[config.mk]
export PLATFORM = sky130hd
export DESIGN_NAME = reg_read_stage
export DESIGN_NICKNAME = d
export VERILOG_FILES = /design/src/rtl/reg_read_stage.sv
export SDC_FILE = /design/constraint.sdc
export NUM_CORES = 1
export LEC_CHECK = 0
export ABC_AREA = 1
export ABC_CLOCK_PERIOD_IN_PS = 1700
export CORE_AREA = 2 2 167 169
export DETAILED_ROUTE_END_ITERATION = 16
export DIE_AREA = 0 0 169 171
export PLACE_DENSITY = 0.74
export SYNTH_ARGS = -nofsm -noshare
export SYNTH_HDL_FRONTEND = slang
export SYNTH_SLANG_ARGS = --single-unit
[constraint.sdc]
create_clock -name clk -period 1.7 [get_ports clk]
set_clock_uncertainty 0.05 [all_clocks]
set_input_delay 0.51 -clock clk [delete_from_list [all_inputs] [get_ports clk]]
set_output_delay 0.51 -clock clk [all_outputs]
set_load 0.01 [all_outputs]
[src/rtl/reg_read_stage.sv]
// reg_read_stage: read side of the 64-bit register file.
// Resolves Rn/Rm operands from raw register file data with X31-zero and
// MEM/WB forwarding, detects load-use hazards and registers the operands
// into the ID/EX boundary.
// Optional macro REG_READ_PERF_CNT_EN adds forwarding/hazard counters.
//
// Handshake: in_valid qualifies the decode-stage inputs each cycle. out_valid
// marks the registered operands as holding a live instruction. stall_in holds
// the output register, flush clears out_valid, and hazard_stall asks
// fetch/decode to hold the current instruction while a bubble is inserted.
module reg_read_stage #(
   parameter int WIDTH    = 64,
   parameter int AW       = 5,
   parameter int ZERO_REG = 31
) (
   input  logic             clk,
   input  logic             rst,
   input  logic             in_valid,
   input  logic             use_rn,
   input  logic             use_rm,
   input  logic [AW-1:0]    rn_addr,
   input  logic [AW-1:0]    rm_addr,
   input  logic [WIDTH-1:0] rf_rn_data,
   input  logic [WIDTH-1:0] rf_rm_data,
   input  logic             ex_wr_en,
   input  logic             ex_is_load,
   input  logic [AW-1:0]    ex_wr_addr,
   input  logic             mem_wr_en,
   input  logic [AW-1:0]    mem_wr_addr,
   input  logic [WIDTH-1:0] mem_wr_data,
   input  logic             wb_wr_en,
   input  logic [AW-1:0]    wb_wr_addr,
   input  logic [WIDTH-1:0] wb_wr_data,
   input  logic             stall_in,
   input  logic             flush,
   output logic             hazard_stall,
   output logic             out_valid,
   output logic [WIDTH-1:0] rn_data,
   output logic [WIDTH-1:0] rm_data,
   output logic [AW-1:0]    rn_addr_q,
   output logic [AW-1:0]    rm_addr_q
`ifdef REG_READ_PERF_CNT_EN
   ,
   output logic [31:0]      fwd_count,
   output logic [31:0]      hazard_count
`endif
);

   localparam logic [AW-1:0] ZERO_IDX = AW'(ZERO_REG);

   logic [WIDTH-1:0] rn_sel;
   logic [WIDTH-1:0] rm_sel;
   logic             rn_fwd;
   logic             rm_fwd;
   logic             capture;

   // Rn operand select: zero register, then MEM, then WB, then register file.
   // Because the source index is known non-zero on the forwarding branches,
   // a destination of ZERO_REG can never match there.
   always_comb begin
      rn_sel = rf_rn_data;
      rn_fwd = 1'b0;
      if (rn_addr == ZERO_IDX) begin
         rn_sel = '0;
      end else if (mem_wr_en && (mem_wr_addr == rn_addr)) begin
         rn_sel = mem_wr_data;
         rn_fwd = 1'b1;
      end else if (wb_wr_en && (wb_wr_addr == rn_addr)) begin
         rn_sel = wb_wr_data;
         rn_fwd = 1'b1;
      end
   end

   // Rm operand select, same priority as Rn.
   always_comb begin
      rm_sel = rf_rm_data;
      rm_fwd = 1'b0;
      if (rm_addr == ZERO_IDX) begin
         rm_sel = '0;
      end else if (mem_wr_en && (mem_wr_addr == rm_addr)) begin
         rm_sel = mem_wr_data;
         rm_fwd = 1'b1;
      end else if (wb_wr_en && (wb_wr_addr == rm_addr)) begin
         rm_sel = wb_wr_data;
         rm_fwd = 1'b1;
      end
   end

   // Load-use hazard: a load in EX targets a source this instruction uses.
   always_comb begin
      hazard_stall = in_valid && ex_wr_en && ex_is_load && (ex_wr_addr != ZERO_IDX) &&
                     ((use_rn && (ex_wr_addr == rn_addr)) ||
                      (use_rm && (ex_wr_addr == rm_addr)));
      capture      = !flush && !stall_in && !hazard_stall;
   end

   // ID/EX output register: flush > stall (with WB refresh) > bubble > capture.
   always_ff @(posedge clk or negedge rst) begin
      if (!rst) begin
         out_valid <= 1'b0;
         rn_data   <= '0;
         rm_data   <= '0;
         rn_addr_q <= '0;
         rm_addr_q <= '0;
      end else if (flush) begin
         out_valid <= 1'b0;
      end else if (stall_in) begin
         // Held operands must not go stale while WB retires their producer;
         // MEM results are picked up later when they reach WB.
         if (wb_wr_en && (wb_wr_addr == rn_addr_q) && (rn_addr_q != ZERO_IDX))
            rn_data <= wb_wr_data;
         if (wb_wr_en && (wb_wr_addr == rm_addr_q) && (rm_addr_q != ZERO_IDX))
            rm_data <= wb_wr_data;
      end else if (hazard_stall) begin
         out_valid <= 1'b0;
      end else begin
         out_valid <= in_valid;
         rn_data   <= rn_sel;
         rm_data   <= rm_sel;
         rn_addr_q <= rn_addr;
         rm_addr_q <= rm_addr;
      end
   end

`ifdef REG_READ_PERF_CNT_EN
   // Performance counters; both wrap naturally at 32 bits.
   always_ff @(posedge clk or negedge rst) begin
      if (!rst) begin
         fwd_count    <= '0;
         hazard_count <= '0;
      end else begin
         if (capture && (rn_fwd || rm_fwd))
            fwd_count <= fwd_count + 32'd1;
         if (hazard_stall && !stall_in && !flush)
            hazard_count <= hazard_count + 32'd1;
      end
   end
`else
   // Without counters the capture/forward qualifiers have no consumer.
   logic unused_perf;
   assign unused_perf = capture ^ rn_fwd ^ rm_fwd;
`endif

endmodule

Word-level counts from Yosys, hierarchy flattened
Cells that the tools add are included.
{"block": "op_classes", "eq_ne": 17, "muxes": 15, "n_bitwise": 3, "n_reduce_logical": 18}
{"op": "two-way mux 64 bit", "count": 12}
{"op": "equality test 5 bit", "count": 8}
{"op": "!= test 5 bit (second input constant)", "count": 3}
{"op": "logical AND 1 bit", "count": 14}
{"op": "equality test 5 bit (second input constant)", "count": 2}
{"op": "AND reduction 3 bit", "count": 3}
{"op": "!= test 2 x 1 -> 1 bit (second input constant)", "count": 3}
{"op": "two-way mux 1 bit", "count": 3}
{"op": "NOT 1 bit", "count": 3}
{"op": "!= test 2 bit (second input constant)", "count": 1}
{"op": "logical OR 1 bit", "count": 1}
{"block": "totals", "reg_bits": 139, "input_bits": 292, "out_inout_bits": 140, "wordCells": 58}

Logic depth before layout (Yosys ltp)
Gate-level depths: netlist of the first run.
{"block": "logic_depth", "ltp_word": 7, "mapped_depth": 13, "depth_no_buf": 11}

Least setup slack after synthesis of the first run
No wires, ideal clock.
{"block": "synth_timing", "path_kind": "input -> register", "start": "input wb_wr_addr[3]", "end": "register rn_data[0]", "setup_ps": 117, "t_arrival_ps": 1583, "required_ps": 1533, "path_slack_ps": -50, "stages": 10, "cell_sequence": "buf_2 xor2_1 nor2_1 nand3_1 o21ai_1 nand2_2 buf_8 buf_12 nand2_2 nand2_1"}
{"block": "synth_via", "elab_chain_len": 7, "word_cells_on_any_way": 12}
{"item": "from (decl)", "line_no": "32", "source": "input logic [AW-1:0] wb_wr_addr,"}
{"item": "equality test 5 bit", "line_no": "68", "source": "end else if (wb_wr_en && (wb_wr_addr == rn_addr)) begin"}
{"item": "logical AND 1 bit", "line_no": "68"}
{"item": "two-way mux 64 bit", "line_no": "68"}
{"item": "two-way mux 64 bit", "line_no": "65", "source": "end else if (mem_wr_en && (mem_wr_addr == rn_addr)) begin"}
{"item": "two-way mux 64 bit", "line_no": "63", "source": "if (rn_addr == ZERO_IDX) begin"}
{"item": "two-way mux 64 bit", "line_no": "114", "source": "end else if (hazard_stall) begin"}
{"item": "two-way mux 64 bit", "line_no": "107", "source": "end else if (stall_in) begin"}
{"item": "to (signal assigned)", "line_no": "111", "source": "rn_data <= wb_wr_data;"}
{"item": "to (signal assigned)", "line_no": "118", "source": "rn_data <= rn_sel;"}
{"item": "to (decl)", "line_no": "38", "source": "output logic [WIDTH-1:0] rn_data,"}
Several ways; a longest one is shown, not always the timed one. The select of a mux whose other input is x is not followed.
A chain may end at the register's enable or synchronous reset.

Worst setup path in the final report of the first run
{"block": "layout_timing", "start": "register rm_addr_q[3]", "end": "register rm_data[35]"}
{"block": "layout_via", "elab_chain_len": 5, "word_cells_on_any_way": 6}
{"item": "from (decl)", "line_no": "41", "source": "output logic [AW-1:0] rm_addr_q"}
{"item": "from (signal assigned)", "line_no": "121", "source": "rm_addr_q <= rm_addr;"}
{"item": "equality test 5 bit", "line_no": "112", "source": "if (wb_wr_en && (wb_wr_addr == rm_addr_q) && (rm_addr_q != ZERO_IDX))"}
{"item": "logical AND 1 bit", "line_no": "112"}
{"item": "logical AND 1 bit (*)", "line_no": "112"}
{"item": "!= test 2 x 1 -> 1 bit (no source line) (*)"}
{"item": "AND reduction 3 bit (no source line) (*)"}
{"item": "to (signal assigned)", "line_no": "113", "source": "rm_data <= wb_wr_data;"}
{"item": "to (signal assigned)", "line_no": "119", "source": "rm_data <= rm_sel;"}
{"item": "to (decl)", "line_no": "39", "source": "output logic [WIDTH-1:0] rm_data,"}
Mark *: on every way between the ends. The rest lies on a longest branch, timed or not.

==> out/qor.yml, run 1 <==
power_and_ir_drop:
  pwr-share-clk_pct: 28.7
  peakVddDrop_mv: 0.582
  p_sw_share_pct: 36.7
  switching_power_mw: 5.28
  p_int_mw: 9.09
  power_frac_comb_pct: 41.7
  power-per-cell-area_nw_per_um2: 689
  totalPowerFinal_mw: 14.4
  p_leak_nw: 11.0
  power.share.sequential_pct: 29.6
cts:
  clk_pin_slew_ns: 0.07
  cts_tree: "done"
  cts_root_buffer: "clkbuf_16"
  clock_path_buffers: 2
  cts_buffers: 17
  ctsHtreeMaxLevel: 4
  clock-sinks: 139
  clkLatencyLatePin_ns: 0.44
placement:
  hpwl_um: 34400
  pre_cts_slack_ns: -1.16
  place_congestion: 0.925
  place_inst: 2587
  io_buffers: 431
  placed_cell_area_um2: 16000
floorplanning:
  die-area_um2: 28900
  die_height_um: 171
  rows: 61
  num_io_pins: 432
  start_util_pct: 39.3
  core_area_um2: 27300
  die_w_um: 169
global_routing:
  antenna_found_initial: 7
  grt_usage_pct: 42.0
  grtUsageMet3_pct: 12.8
  grt_pass1_vias: 15542
  grt_use_met1_pct: 49.4
  grt_pass1_wl_um: 91400
  overflow: 0
  grtUsageMet2_pct: 67.4
  grt_max_degree: 55
  busiest_layer: "met2"
synth:
  syn-cell-area_um2: 10700
  ys_seq_elements: 139
  synth_area_leaders: "dfrtp_1 32%, nand2_1 31%, nand3_1 12%"
  yosysTopAreaCell: "dfrtp_1"
  seq_area_frac_synth_pct: 32.4
  synthArstFlopShare_pct: 100
  ys_types: 25
  syn_inst: 1818
  synth-edff-count: 0
  synth_nets: 2110
  yosysWarningCount: 0
  synth_top_flop_cell: "dfrtp_1"
  postSynthAreaPerCell_um2: 5.91
  synth_top_cell_area_share_pct: 32.4
detailed_routing:
  routed_wl_um: 66700
  detail_route.wl_per_cell_um: 24.1
  drc_errors: 0
  post_drt_via_cell_ratio: 5.91
  vias: 16306
  drt_iter0_markers: 2239
  dr.pass1.iters: 6
  ant_nets: 0
final_layout:
  area_growth_pct: 94.2
  drive_above_1_share_pct: 31.6
  final_cell_area_um2: 20900
  nNetsFinal: 2689
  stdcell_count: 2761
  final_util_pct: 76.3
worst_hold_path:
  hold_path_startpoint: "rm_addr[1]"
  whs_path_depth: 4
  worstHoldEndpoint: "rm_addr_q[1]$_DFFE_PN0P_"
  min_path_type: "input pin to register"
setup_path:
  crit_fanout: 8
  cp-end-kind: "register"
  regToRegSetupSlack_ns: -0.26
  r2r-end: "rm_data[35]$_DFFE_PN0P_"
  r2r_start: "rm_addr_q[3]$_DFFE_PN0P_"
  critical_path_class: "register to register"
  cp.required_ns: 2.03
  r2r_cells: 12
  cp.arrival_ns: 2.29
  cp-start-kind: "register"
sta:
  fin_crit_sh_pct: 115
  clock.fmax_mhz: 510
  tightest_slew_ns: 0.576
  slew_violations: 0
  period_minus_slack_ns: 1.96
  rsz0062_at_grt: "true"
  slew_headroom_pct: 61.6
  fin_hold_ws_ns: 0.423
  timing.setup.tns_ns: -26.17
  worst_slack_ns: -0.261
  finalHoldViolCount: 0
  setup_violations: 132
outcome:
  status: "finished with violations"
  violations: "setup timing"
job:
  cap_violations: 0
## logic make-up after synthesis
family	after synthesis	share of synthesized area [%]
buffers and inverters	147	8.24
AND/OR/NAND/NOR	1503	57.7
XOR/XNOR	6	0.489
flip-flops	139	32.4
AO/OA/AOI/OAI	23	1.14
## what timing repair did
| item | in CTS | in global routing |
|---|---|---|
| endpoints found under the hold margin | 20 | 0 |
| gates cloned | 56 | 10 |
| resized for setup | 601 | 430 |
| pin swaps | 166 | 153 |
| setup endpoints to repair | 278 | 206 |
| setup buffers | 62 | 34 |
| hold buffers | 1 | 0 |
## state kept, by name (all words and copies together) (netlist names)
| register | flops |
|---|---|
| out_valid | 1 |
| rn_data | 64 |
| rn_addr_q | 5 |
| rm_data | 64 |
| rm_addr_q | 5 |
## power by group through the flow
stage | clock, mW | combinational [mW] | sequential [mW]
2_1_floorplan | 0 | 1.56 | 4.45
6_report | 4.13 | 5.99 | 4.25
3_3_place_gp | 0 | 4.51 | 4.24
5_1_grt | 4.25 | 6.26 | 4.29
3_5_place_dp | 0 | 4.55 | 4.24
4_1_cts | 4.04 | 5.22 | 4.18
## worst max-delay path: stages (launching register included)
cell and delay [ns]:
dfrtp_1 0.43, xnor2_2 0.18, nand3_1 0.15, nor2_1 0.14
nand3_1 0.10, nand2_2 0.13, nand2_8 0.08, buf_12 0.13
buf_12 0.13, clkinv_16 0.08, buf_16 0.16, nand2_4 0.05
nand2_2 0.07
## cell usage after synthesis, drive strengths merged (2+ instances only)
library cell / count
a21oi: 4
clkbuf: 19
nor2: 288
buf: 95
nand3: 271
o21ai: 19
nand4: 3
inv: 33
dfrtp: 139
xnor2: 2
nand2: 940
xor2: 4
## how the worst max path moves through the flow
stage                                   from                      end
detailed placement                rm_addr[4]             hazard_stall
floorplan                      wb_wr_addr[3]  rn_data[11]$_DFFE_PN0P_
finish              rm_addr_q[3]$_DFFE_PN0P_  rm_data[35]$_DFFE_PN0P_
CTS                               rm_addr[2]  rm_data[13]$_DFFE_PN0P_
global placement               ex_wr_addr[4]             hazard_stall
global route        rm_addr_q[3]$_DFFE_PN0P_  rm_data[35]$_DFFE_PN0P_
## area by class of cell
class	instances	area [um^2]
antenna	5	12.5
tap	346	433
clock buffer	20	457
clock inverter	12	161
multi-input combinational	1532	7890
inverter	33	204
timing repair inverter	2	46.3
sequential	139	3480
timing repair buffer	672	8170
fill	1867	6470
## layout by cell type (no fill, tap or decap), types with 46 or more instances in the layout
cell type,count
nand2_1,584
nor2_1,261
nand2_2,258
clkdlybuf4s50_1,256
nand3_1,253
dfrtp_1,139
nand2_4,96
buf_4,90
clkdlybuf4s15_1,87
buf_12,70
buf_16,46
## layer usage
layer  vias to the layer above  routed length (um)
met5                         -                  49
met2                      1507               29100
met1                      7424               22400
li1                       6868                   -
met3                       501                8970
met4                         6                6080
Note: power is estimated with default switching activity, not from simulation.
==> run 2, diff against run 1 <==
--- a/config.mk
+++ b/config.mk
@@ -11,6 +11,7 @@
 export DETAILED_ROUTE_END_ITERATION = 16
 export DIE_AREA = 0 0 169 171
 export PLACE_DENSITY = 0.74
+export SKIP_CTS_REPAIR_TIMING = 1
 export SYNTH_ARGS = -nofsm -noshare
 export SYNTH_HDL_FRONTEND = slang
 export SYNTH_SLANG_ARGS = --single-unit
==> out/qor.yml, run 2 (same netlist as run 1, synthesis figures left out) <==
power_and_ir_drop:
  power_frac_comb_pct: 40.6  # -1.1 points
  p_sw_share_pct: 36.0  # -0.72 points
  pwr-share-clk_pct: 29.0  # +0.3 points
  p_int_mw: 9.07  # -0.25%
  power-per-cell-area_nw_per_um2: 700  # +1.6%
  power.share.sequential_pct: 30.4  # +0.8 points
  peakVddDrop_mv: 0.605  # +4.0%
  p_leak_nw: 11.9  # +8.3%
  switching_power_mw: 5.11  # -3.3%
sta:
  fin_hold_ws_ns: 0.413  # -0.00975 ns
  finalHoldViolCount: 0  # unchanged
  rsz0062_at_grt: "true"
  clock.fmax_mhz: 503  # -1.4%
  worst_slack_ns: -0.289  # -0.0274 ns
  slew_violations: 0  # unchanged
  slew_headroom_pct: 63.4  # +1.7 points
  fin_crit_sh_pct: 117  # +1.6 points
  tightest_slew_ns: 0.550  # -0.0258 ns
  period_minus_slack_ns: 1.99  # +0.0274 ns
  setup_violations: 129  # -2.3%
detailed_routing:
  drc_errors: 0  # unchanged
  detail_route.wl_per_cell_um: 23.5  # -2.6%
  vias: 15980  # -2.0%
  dr.pass1.iters: 6  # unchanged
  ant_nets: 0  # unchanged
  drt_iter0_markers: 2174  # -2.9%
  routed_wl_um: 64000  # -3.9%
  post_drt_via_cell_ratio: 5.87  # -0.67%
final_layout:
  n_fill_cell: 1987  # +6.4%
  drive_above_1_share_pct: 26.6  # -5.0 points
  stdcell_count: 2724  # -1.3%
  top_regs: "rm_data: 64 flops, rn_data: 64 flops"
  final_common_cell: "nand2_1"
  mostFrequentLayoutCells: "652 x nand2_1, 262 x nor2_1, 261 x nand3_1, 256 x clkdlybuf4s50_1, 210 x nand2_2"
  final_cell_area_um2: 20200  # -2.9%
  area_growth_pct: 88.5
  nNetsFinal: 2651  # -1.4%
placement:
  placed_cell_area_um2: 16000  # unchanged
  place_congestion: 0.925  # unchanged
  hpwl_um: 34400  # unchanged
  io_buffers: 431  # unchanged
  place_inst: 2587  # unchanged
  pre_cts_slack_ns: -1.16  # unchanged
global_routing:
  grtUsageMet2_pct: 55.2  # -12 points
  grt_pass1_wl_um: 73500  # -20%
  grt_use_met1_pct: 41.0  # -8.4 points
  overflow: 0  # unchanged
  grt_pass1_vias: 13230  # -15%
  grtUsageMet3_pct: 7.22  # -5.6 points
  grt_usage_pct: 32.9  # -9.2 points
  grt_max_degree: 55  # unchanged
  antenna_found_initial: 8  # +1
  busiest_layer: "met2"
cts:
  clk_pin_slew_ns: 0.07  # about the same
  clock_path_buffers: 2  # unchanged
  clock-sinks: 139  # unchanged
  cts_tree: "done"
  cts_root_buffer: "clkbuf_16"
  cts_buffers: 17  # unchanged
  ctsHtreeMaxLevel: 4  # unchanged
  clkLatencyLatePin_ns: 0.44  # about the same
worst_hold_path:
  whs_path_depth: 4  # unchanged
  min_path_type: "input pin to register"
outcome:
  status: "finished with violations"
  violations: "setup timing"
setup_path:
  r2r_cells: 10  # -2
  cp.required_ns: 2.02  # about the same
  cp-start-kind: "register"
  critical_path_class: "register to register"
  cp-end-kind: "register"
  cp.arrival_ns: 2.31  # +0.02 ns
  crit_fanout: 8  # unchanged
floorplanning:
  core_area_um2: 27300  # unchanged
  rows: 61  # unchanged
  die-area_um2: 28900  # unchanged
  die_height_um: 171  # unchanged
  die_w_um: 169  # unchanged
  start_util_pct: 39.3  # unchanged
  num_io_pins: 432  # unchanged
job:
  cap_violations: 0  # unchanged
run 2: worst max-delay path: stages (launching register included):
cell and delay [ns]:
dfrtp_1 0.40, xor2_1 0.16, nor2_1 0.21, nand3_2 0.15, o21ai_4 0.21, nand2_8 0.15
buf_12 0.17, clkinv_16 0.07, buf_16 0.15, nand2_2 0.09, nand2_2 0.09
run 2: final timing paths:
| path | start | endpoint | slack (ns) |
|---|---|---|---|
| hold reg to reg | out_valid$_DFFE_PN0P_ | out_valid$_DFFE_PN0P_ | 0.43 |
| max in group asynchronous | rst | rm_data[37]$_DFFE_PN0P_ | 0.56 |
| setup / recovery | rn_addr_q[3]$_DFFE_PN0P_ | rn_data[38]$_DFFE_PN0P_ | -0.29 |
| hold / removal | in_valid | out_valid$_DFFE_PN0P_ | 0.41 |
| min in group asynchronous | rst | rm_addr_q[0]$_DFFE_PN0P_ | 0.45 |
| setup reg to reg | rn_addr_q[3]$_DFFE_PN0P_ | rn_data[38]$_DFFE_PN0P_ | -0.29 |
run 2: final cells by class:
class	instances	area [um^2]	share of cell area [%]
repair buffers	635	7880	38.9
multi-input cells	1532	7600	37.6
flip-flops and latches	139	3480	17.2
clock buffers	20	457	2.26
well taps	346	433	2.14
inverters	33	189	0.934
clock inverters	12	161	0.798
repair inverters	1	16.3	0.0804
diodes	6	15.0	0.0742
run 2: layer usage:
layer / vias up / share of wire [%]
met3: 437 / 14
met2: 1417 / 44
met4: 2 / 8.1
li1: 6769 / -
met1: 7355 / 34
met5: - / 0.025
run 2: power by group through the flow:
| stage | Combinational [mW] | Clock, mW | Sequential [mW] |
|---|---|---|---|
| after floorplan | 1.56 | 0 | 4.45 |
| after global placement | 4.51 | 0 | 4.24 |
| after detailed placement | 4.55 | 0 | 4.24 |
| after CTS | 4.57 | 4.04 | 4.20 |
| after global routing | 6.01 | 4.24 | 4.36 |
| final | 5.75 | 4.11 | 4.31 |
run 2: metrics by stage:
step | power [mW] | utilization [%] | TNS, ns
final | 14.2 | 74.1 | -19.20
after global routing | 14.6 | 74.0 | -24.44
after CTS | 12.8 | 60.9 | -89.69
after detailed placement | 8.79 | 58.7 | -118.46
after global placement | 8.74 | 58.7 | -116.48
after floorplan | 6.01 | - | -1.17
